==> config.mk <==
export PLATFORM = sky130hd
export DESIGN_NAME = knn_vote
export DESIGN_NICKNAME = d
export VERILOG_FILES = /design/src/rtl/knn_vote_pkg.sv /design/src/rtl/knn_vote_count.sv /design/src/rtl/knn_vote.sv
export SDC_FILE = /design/constraint.sdc
export NUM_CORES = 1
export LEC_CHECK = 0
export ABC_CLOCK_PERIOD_IN_PS = 10900
export BUFFER_PORTS_ARGS = -buffer_cell sky130_fd_sc_hd__buf_2
export CAP_MARGIN = 20
export CORE_MARGIN = 1.5
export CORE_UTILIZATION = 58
export DETAILED_ROUTE_END_ITERATION = 10
export PLACE_DENSITY = 0.8
export SETUP_SLACK_MARGIN = 0.02
export SYNTH_ARGS = -nofsm -noshare
export SYNTH_HDL_FRONTEND = slang
export SYNTH_SLANG_ARGS = --single-unit
==> constraint.sdc <==
create_clock -name clk -period 10.9 [get_ports clk]
set_clock_uncertainty 0.15 [all_clocks]
set_input_delay 2.18 -clock clk [delete_from_list [all_inputs] [get_ports clk]]
set_output_delay 2.18 -clock clk [all_outputs]
set_load 0.005 [all_outputs]
==> src/rtl/knn_vote_pkg.sv <==
`default_nettype none
// ============================================================================
//  knn_vote_pkg
//  Shared kNN definitions: entry layout, empty-slot sentinel, vote FSM states.
//  Revision: 1.0
// ============================================================================
package knn_vote_pkg;

   localparam int KNN_DATA_INFO = 40;
   localparam int KNN_LABEL_W   = 8;
   localparam int KNN_LABEL_LSB = 0;
   localparam int KNN_DIST_LSB  = 8;
   localparam int KNN_DIST_W    = 32;

   // An insert stage marks an unused neighbour slot with an all-ones distance.
   localparam logic [KNN_DIST_W-1:0] KNN_EMPTY_DIST = '1;

   typedef enum logic [1:0] {
      ST_IDLE = 2'd0,
      ST_SCAN = 2'd1,
      ST_DONE = 2'd2
   } vote_state_e;

endpackage
`default_nettype wire

==> src/rtl/knn_vote_count.sv <==
`default_nettype none
// ============================================================================
//  knn_vote_count
//  Counts valid snapshot entries whose label matches the label at idx.
//  Revision: 1.0
// ============================================================================
module knn_vote_count
   import knn_vote_pkg::*;
#(
   parameter int K         = 4,
   parameter int DATA_INFO = KNN_DATA_INFO,
   parameter int LABEL_W   = KNN_LABEL_W,
   parameter int CNT_W     = $clog2(K + 1),
   parameter int IDX_W     = (K > 1) ? $clog2(K) : 1
) (
   input  logic [K*DATA_INFO-1:0] snap,
   input  logic [IDX_W-1:0]       idx,
   output logic [CNT_W-1:0]       cnt
);

   logic [LABEL_W-1:0] ref_label;

   always_comb begin
      ref_label = snap[int'(idx) * DATA_INFO + KNN_LABEL_LSB +: LABEL_W];
      cnt       = '0;
      for (int j = 0; j < K; j++) begin
         if ((snap[j * DATA_INFO + KNN_DIST_LSB +: KNN_DIST_W] != KNN_EMPTY_DIST) &&
             (snap[j * DATA_INFO + KNN_LABEL_LSB +: LABEL_W] == ref_label)) begin
            cnt = cnt + CNT_W'(1);
         end
      end
   end

endmodule
`default_nettype wire

==> src/rtl/knn_vote.sv <==
`default_nettype none
// ============================================================================
//  knn_vote
//  Majority vote over a captured kNN neighbour list; ties go to the nearer entry.
//  Revision: 1.0
// ============================================================================
module knn_vote
   import knn_vote_pkg::*;
#(
   parameter int K         = 4,
   parameter int DATA_INFO = KNN_DATA_INFO,
   parameter int LABEL_W   = KNN_LABEL_W,
   parameter int CNT_W     = $clog2(K + 1)
) (
   input  logic                   clk,
   input  logic                   rst,
   input  logic [K*DATA_INFO-1:0] nb_list,
   input  logic                   start,
   input  logic                   ack,
   output logic                   busy,
   output logic                   out_valid,
   output logic [LABEL_W-1:0]     class_label,
   output logic [CNT_W-1:0]       votes,
   output logic                   empty
);

   localparam int               IDX_W    = (K > 1) ? $clog2(K) : 1;
   localparam logic [IDX_W-1:0] LAST_IDX = IDX_W'(K - 1);

   vote_state_e            state_q, state_d;
   logic [IDX_W-1:0]       idx_q, idx_d;
   logic [K*DATA_INFO-1:0] snap_q, snap_d;

   // Stage-1 registers hold the evaluation of one index; the compare happens a cycle later.
   logic                   eval_vld_q, eval_vld_d;
   logic                   eval_last_q, eval_last_d;
   logic                   eval_ok_q, eval_ok_d;
   logic [CNT_W-1:0]       eval_cnt_q, eval_cnt_d;
   logic [KNN_DIST_W-1:0]  eval_dist_q, eval_dist_d;
   logic [LABEL_W-1:0]     eval_label_q, eval_label_d;

   logic [CNT_W-1:0]       best_cnt_q, best_cnt_d;
   logic [KNN_DIST_W-1:0]  best_dist_q, best_dist_d;
   logic [LABEL_W-1:0]     best_label_q, best_label_d;

   logic                   busy_q, busy_d;
   logic                   out_valid_q, out_valid_d;
   logic [LABEL_W-1:0]     class_label_q, class_label_d;
   logic [CNT_W-1:0]       votes_q, votes_d;
   logic                   empty_q, empty_d;

   logic [CNT_W-1:0]       idx_cnt;
   logic [DATA_INFO-1:0]   cur_entry;
   logic                   take;
   logic [CNT_W-1:0]       nxt_cnt;
   logic [KNN_DIST_W-1:0]  nxt_dist;
   logic [LABEL_W-1:0]     nxt_label;

   knn_vote_count #(
      .K         (K),
      .DATA_INFO (DATA_INFO),
      .LABEL_W   (LABEL_W),
      .CNT_W     (CNT_W),
      .IDX_W     (IDX_W)
   ) u_count (
      .snap (snap_q),
      .idx  (idx_q),
      .cnt  (idx_cnt)
   );

   always_comb begin
      cur_entry = snap_q[int'(idx_q) * DATA_INFO +: DATA_INFO];

      // Strict comparisons in ascending index order keep the lower index on a full tie.
      take = eval_vld_q && eval_ok_q &&
             ((eval_cnt_q > best_cnt_q) ||
              ((eval_cnt_q == best_cnt_q) && (eval_dist_q < best_dist_q)));
      nxt_cnt   = take ? eval_cnt_q   : best_cnt_q;
      nxt_dist  = take ? eval_dist_q  : best_dist_q;
      nxt_label = take ? eval_label_q : best_label_q;

      state_d       = state_q;
      idx_d         = idx_q;
      snap_d        = snap_q;
      eval_vld_d    = eval_vld_q;
      eval_last_d   = eval_last_q;
      eval_ok_d     = eval_ok_q;
      eval_cnt_d    = eval_cnt_q;
      eval_dist_d   = eval_dist_q;
      eval_label_d  = eval_label_q;
      best_cnt_d    = best_cnt_q;
      best_dist_d   = best_dist_q;
      best_label_d  = best_label_q;
      busy_d        = busy_q;
      out_valid_d   = out_valid_q;
      class_label_d = class_label_q;
      votes_d       = votes_q;
      empty_d       = empty_q;

      case (state_q)
         ST_IDLE: begin
            if (start) begin
               state_d      = ST_SCAN;
               snap_d       = nb_list;
               idx_d        = '0;
               eval_vld_d   = 1'b0;
               eval_last_d  = 1'b0;
               best_cnt_d   = '0;
               best_dist_d  = '1;
               best_label_d = '0;
               busy_d       = 1'b1;
            end
         end
         ST_SCAN: begin
            eval_vld_d   = 1'b1;
            eval_last_d  = (idx_q == LAST_IDX);
            eval_ok_d    = (cur_entry[KNN_DIST_LSB +: KNN_DIST_W] != KNN_EMPTY_DIST);
            eval_cnt_d   = idx_cnt;
            eval_dist_d  = cur_entry[KNN_DIST_LSB +: KNN_DIST_W];
            eval_label_d = cur_entry[KNN_LABEL_LSB +: LABEL_W];
            if (idx_q != LAST_IDX) begin
               idx_d = idx_q + IDX_W'(1);
            end
            best_cnt_d   = nxt_cnt;
            best_dist_d  = nxt_dist;
            best_label_d = nxt_label;
            if (eval_vld_q && eval_last_q) begin
               state_d       = ST_DONE;
               idx_d         = '0;
               eval_vld_d    = 1'b0;
               out_valid_d   = 1'b1;
               class_label_d = nxt_label;
               votes_d       = nxt_cnt;
               empty_d       = (nxt_cnt == '0);
            end
         end
         ST_DONE: begin
            if (ack) begin
               state_d     = ST_IDLE;
               out_valid_d = 1'b0;
               busy_d      = 1'b0;
            end
         end
         default: begin
            state_d = ST_IDLE;
         end
      endcase
   end

   always_ff @(posedge clk or posedge rst) begin
      if (rst) begin
         state_q       <= ST_IDLE;
         idx_q         <= '0;
         snap_q        <= '0;
         eval_vld_q    <= 1'b0;
         eval_last_q   <= 1'b0;
         eval_ok_q     <= 1'b0;
         eval_cnt_q    <= '0;
         eval_dist_q   <= '0;
         eval_label_q  <= '0;
         best_cnt_q    <= '0;
         best_dist_q   <= '1;
         best_label_q  <= '0;
         busy_q        <= 1'b0;
         out_valid_q   <= 1'b0;
         class_label_q <= '0;
         votes_q       <= '0;
         empty_q       <= 1'b0;
      end else begin
         state_q       <= state_d;
         idx_q         <= idx_d;
         snap_q        <= snap_d;
         eval_vld_q    <= eval_vld_d;
         eval_last_q   <= eval_last_d;
         eval_ok_q     <= eval_ok_d;
         eval_cnt_q    <= eval_cnt_d;
         eval_dist_q   <= eval_dist_d;
         eval_label_q  <= eval_label_d;
         best_cnt_q    <= best_cnt_d;
         best_dist_q   <= best_dist_d;
         best_label_q  <= best_label_d;
         busy_q        <= busy_d;
         out_valid_q   <= out_valid_d;
         class_label_q <= class_label_d;
         votes_q       <= votes_d;
         empty_q       <= empty_d;
      end
   end

   assign busy        = busy_q;
   assign out_valid   = out_valid_q;
   assign class_label = class_label_q;
   assign votes       = votes_q;
   assign empty       = empty_q;

endmodule
`default_nettype wire

==> qor.tcl <==
set qor(floorplan.die.height_um) 154
set qor(max_cap_viol_count) 0
set qor(route.detailed.vias_per_inst) 5.77
set qor(achievable-frequency_ghz) 0.226
set qor(critical_path.max_stage_delay_ps) 930
set qor(numClockSinks) 267
set qor(synth_top_area_frac) 0.443
set qor(min_cycle_time_layout_ps) 4430
set qor(crit_path_start_kind) {input port}
set qor(fp.dieArea_um2) 23800
set qor(timing_worst_setup_path_type) {input port to flop}
set qor(diodes) 0
set qor(cp-end-kind) {flop}
set qor(detailroute.via_count) 10800
set qor(clock_tree_from_tritoncts) {built}
set qor(overflow_left_after_global_routing) 0
set qor(flow.area_growth_from_synthesis_pct) 14.3
set qor(first_iter_violations) 1026
set qor(vdd.ir_drop.worst_mv) 0.178
set qor(sequential_fraction_of_the_synthesis_area) 0.506
set qor(timing.critical_path.cells) {buf_2 -> and3_4 -> buf_4 -> o22ai_1 -> mux2_2}
set qor(synth_area_um2) 13300
set qor(routed_wire_length_per_instance_um) 18.3
set qor(synth-edff-count) 0
set qor(yosys.area.top_type) {dfrtp_1}
set qor(tns_ps) 0
set qor(worst_slew_pin_slew_ps) 1080
set qor(r2r.worst_path.cells) 13
set qor(initial_antenna_violation_count) 0
set qor(cts.root.buffer_cell) {clkbuf_16}
set qor(synthesis.nets) 1619
set qor(setup_viol) 0
set qor(yosys-top-cells-area) {dfrtp_1, nand2_1, mux4_2, dfstp_2, ha_1}
set qor(required_worst_endpoint_ps) 11170
set qor(synth.ff_latch_count) 267
set qor(grt.total_usage) 0.296
set qor(worst-path-max-fanout) 101
set qor(drt_first_pass_iters) 5
set qor(timing_hold_violations_final) 0
set qor(core_region_area_um2) 22600
set qor(cts_htree_levels) 1
set qor(cts_post_setup_buffers_inserted) 0
set qor(cp.arrival_ps) 4700
set qor(clk_pin_slew_ps) 60
set qor(final_cycle_share) 0.406
set qor(final_layout_size_suffix_gt1_frac) 0.200
set qor(portBuffers) 177
set qor(crit_slowest_cell) {buf_4}
set qor(timing.hold.worst_path_depth) 2
set qor(clkLatencyLatePin_ps) 540
set qor(cts_made_buffers) 28
set qor(yosys_warnings) 0
set qor(cellLeakagePower_nw) 7.84
set qor(ioPinCount) 178
set qor(std_cell_rows) 55
set qor(sequential_cell_area_um2) 6720
set qor(worstHoldPathType) {flop to flop}
set qor(cts_hold_buf) 0
set qor(cts-root-to-sink-buffers) 3
set qor(run_status) {finished, final reports clean}
set qor(dieWidth_um) 154
set qor(pin_count_of_the_biggest_net_entering_global_routing) 139
set qor(layout_setup_ws_ps) 6470
set qor(synth_top_flop_cell) {dfrtp_1}
set qor(synthCells) 1417
set qor(gpl.final_weighted_congestion) 0.907
set qor(route.final.wire_length_um) 34100
set qor(rsz0062_at_grt) {no}
set qor(fillerInstances) 1725
set qor(synth.lib_cells_used.distinct) 58
set qor(post_cts_resize_count) 0
set qor(final_number_of_max_transition_violations) 0
set qor(timing.max_slew.rel_slack) 0.280
set qor(dp_worst_setup_slack_ps) 6010
set qor(num-nets-final) 1765
set qor(place_hpwl_um) 24000
set qor(first_pass_grt_wire_length_um) 55600
set qor(post_synth.cell_area_avg_um2) 9.37
set qor(multi_input_comb_area_um2) 5930
set qor(floorplan.initialDensity) 0.589
set qor(remaining_drc_errors) 0
set qor(via_count_of_the_first_global_routing_pass) 10800
set qor(postSynth.asyncResetShare) 1.00
set qor(power_per_cell_area_nw_per_um2) 337
set qor(drt.antenna.violating_nets) 0
registers in the layout (all words and copies together), names as in the netlist, 3 cells and up:
name,cells
best_label_q,8
best_cnt_q,3
votes,3
best_dist_q,32
eval_cnt_q,3
snap_q,160
class_label,8
eval_label_q,8
eval_dist_q,32
layout make-up:
class	instances	share of cell area
Timing Repair Buffer	188	0.0638
Clock inverter	7	0.00272
Clock buffer	45	0.0544
Tap cell	285	0.0235
Multi-Input combinational cell	991	0.391
Sequential cell	267	0.443
Inverter	87	0.0220
metrics by stage:
step                      utilization  power (W)  cell area, um2  hold slack [ps]  instances
after floorplan                     -    0.00359           13300              312       1417
after global placement          0.634    0.00406           14300              335       1817
after detailed placement        0.634    0.00418           14300              334       1817
after CTS                       0.672    0.00510           15200              349       1869
after global routing            0.673    0.00547           15200              377       1870
final                           0.673    0.00512           15200              348       1870
cell usage after synthesis, types with 16 or more instances:
| cell | count |
|---|---|
| nand2_1 | 545 |
| xor2_1 | 16 |
| xnor2_1 | 18 |
| dfrtp_1 | 235 |
| nand4_1 | 61 |
| o21ai_0 | 44 |
| mux4_2 | 40 |
| inv_1 | 84 |
| mux2i_1 | 47 |
| a21o_1 | 18 |
| clkbuf_1 | 53 |
| nor2_1 | 57 |
| ha_1 | 38 |
| dfstp_2 | 32 |
worst max-delay path: cells and delay by family:
kind                   cells  cell delay [ps]
AOI/OAI and AO/OA          1              260
buffers and inverters      2             1050
muxes                      1              310
and+or+nand+nor            1              780
cell families (layout without fill, tap and decap cells):
logic type,count (synthesis),after routing,share of synthesized area
multiplexers,89,89,0.105
AND/OR/NAND/NOR,703,703,0.218
adder cells (fa/ha/maj),38,38,0.0358
XOR/XNOR,35,35,0.0236
flip-flops,267,267,0.506
AO/OA/AOI/OAI,126,126,0.0619
buffers and inverters,159,327,0.0495
cells in the final DEF, fill, tap and decap left out, drive strengths merged, types with 15 or more instances in the layout:
cell type / synthesis / final
a31oi: 15 / 15
mux4: 40 / 40
nand4: 61 / 61
clkbuf: 53 / 46
dfrtp: 235 / 235
a21o: 18 / 18
inv: 86 / 87
dfstp: 32 / 32
mux2i: 47 / 47
xor2: 16 / 16
o21ai: 46 / 46
nand2: 545 / 545
xnor2: 19 / 19
nor2: 57 / 57
ha: 38 / 38
buf: 19 / 187
routing by layer:
| layer | vias to the layer above | share of wire | global-route usage | wire (um) |
|---|---|---|---|---|
| met5 | - | 0 | 0 | 0 |
| met4 | 0 | 0.045 | 0.127 | 1530 |
| met3 | 89 | 0.079 | 0.0434 | 2700 |
| met2 | 497 | 0.45 | 0.453 | 15300 |
| met1 | 5186 | 0.43 | 0.426 | 14600 |
| li1 | 5019 | - | - | - |
power breakdown:
| part | switching, W | internal (W) |
|---|---|---|
| sequential | 0.000434 | 0.00152 |
| clock | 0.000382 | 0.000518 |
| combinational | 0.00131 | 0.000961 |
| total | 0.00212 | 0.00300 |
path summary, 6_finish.rpt:
kind / to / from / slack (ps)
worst max-delay path: idx_q[0]$_DFFE_PP0P_ / start / 6470
worst min-delay path: snap_q[155]$_DFFE_PP0P_ / snap_q[155]$_DFFE_PP0P_ / 350
worst max register to register: eval_cnt_q[1]$_DFFE_PP0P_ / idx_q[1]$_DFFE_PP0P_ / 7230
worst min register to register: snap_q[155]$_DFFE_PP0P_ / snap_q[155]$_DFFE_PP0P_ / 350
max in group asynchronous: best_label_q[6]$_DFFE_PP0P_ / rst / 6660
min in group asynchronous: eval_dist_q[21]$_DFFE_PP0P_ / rst / 1660
No activity file was read; power rests on OpenSTA's default activity.
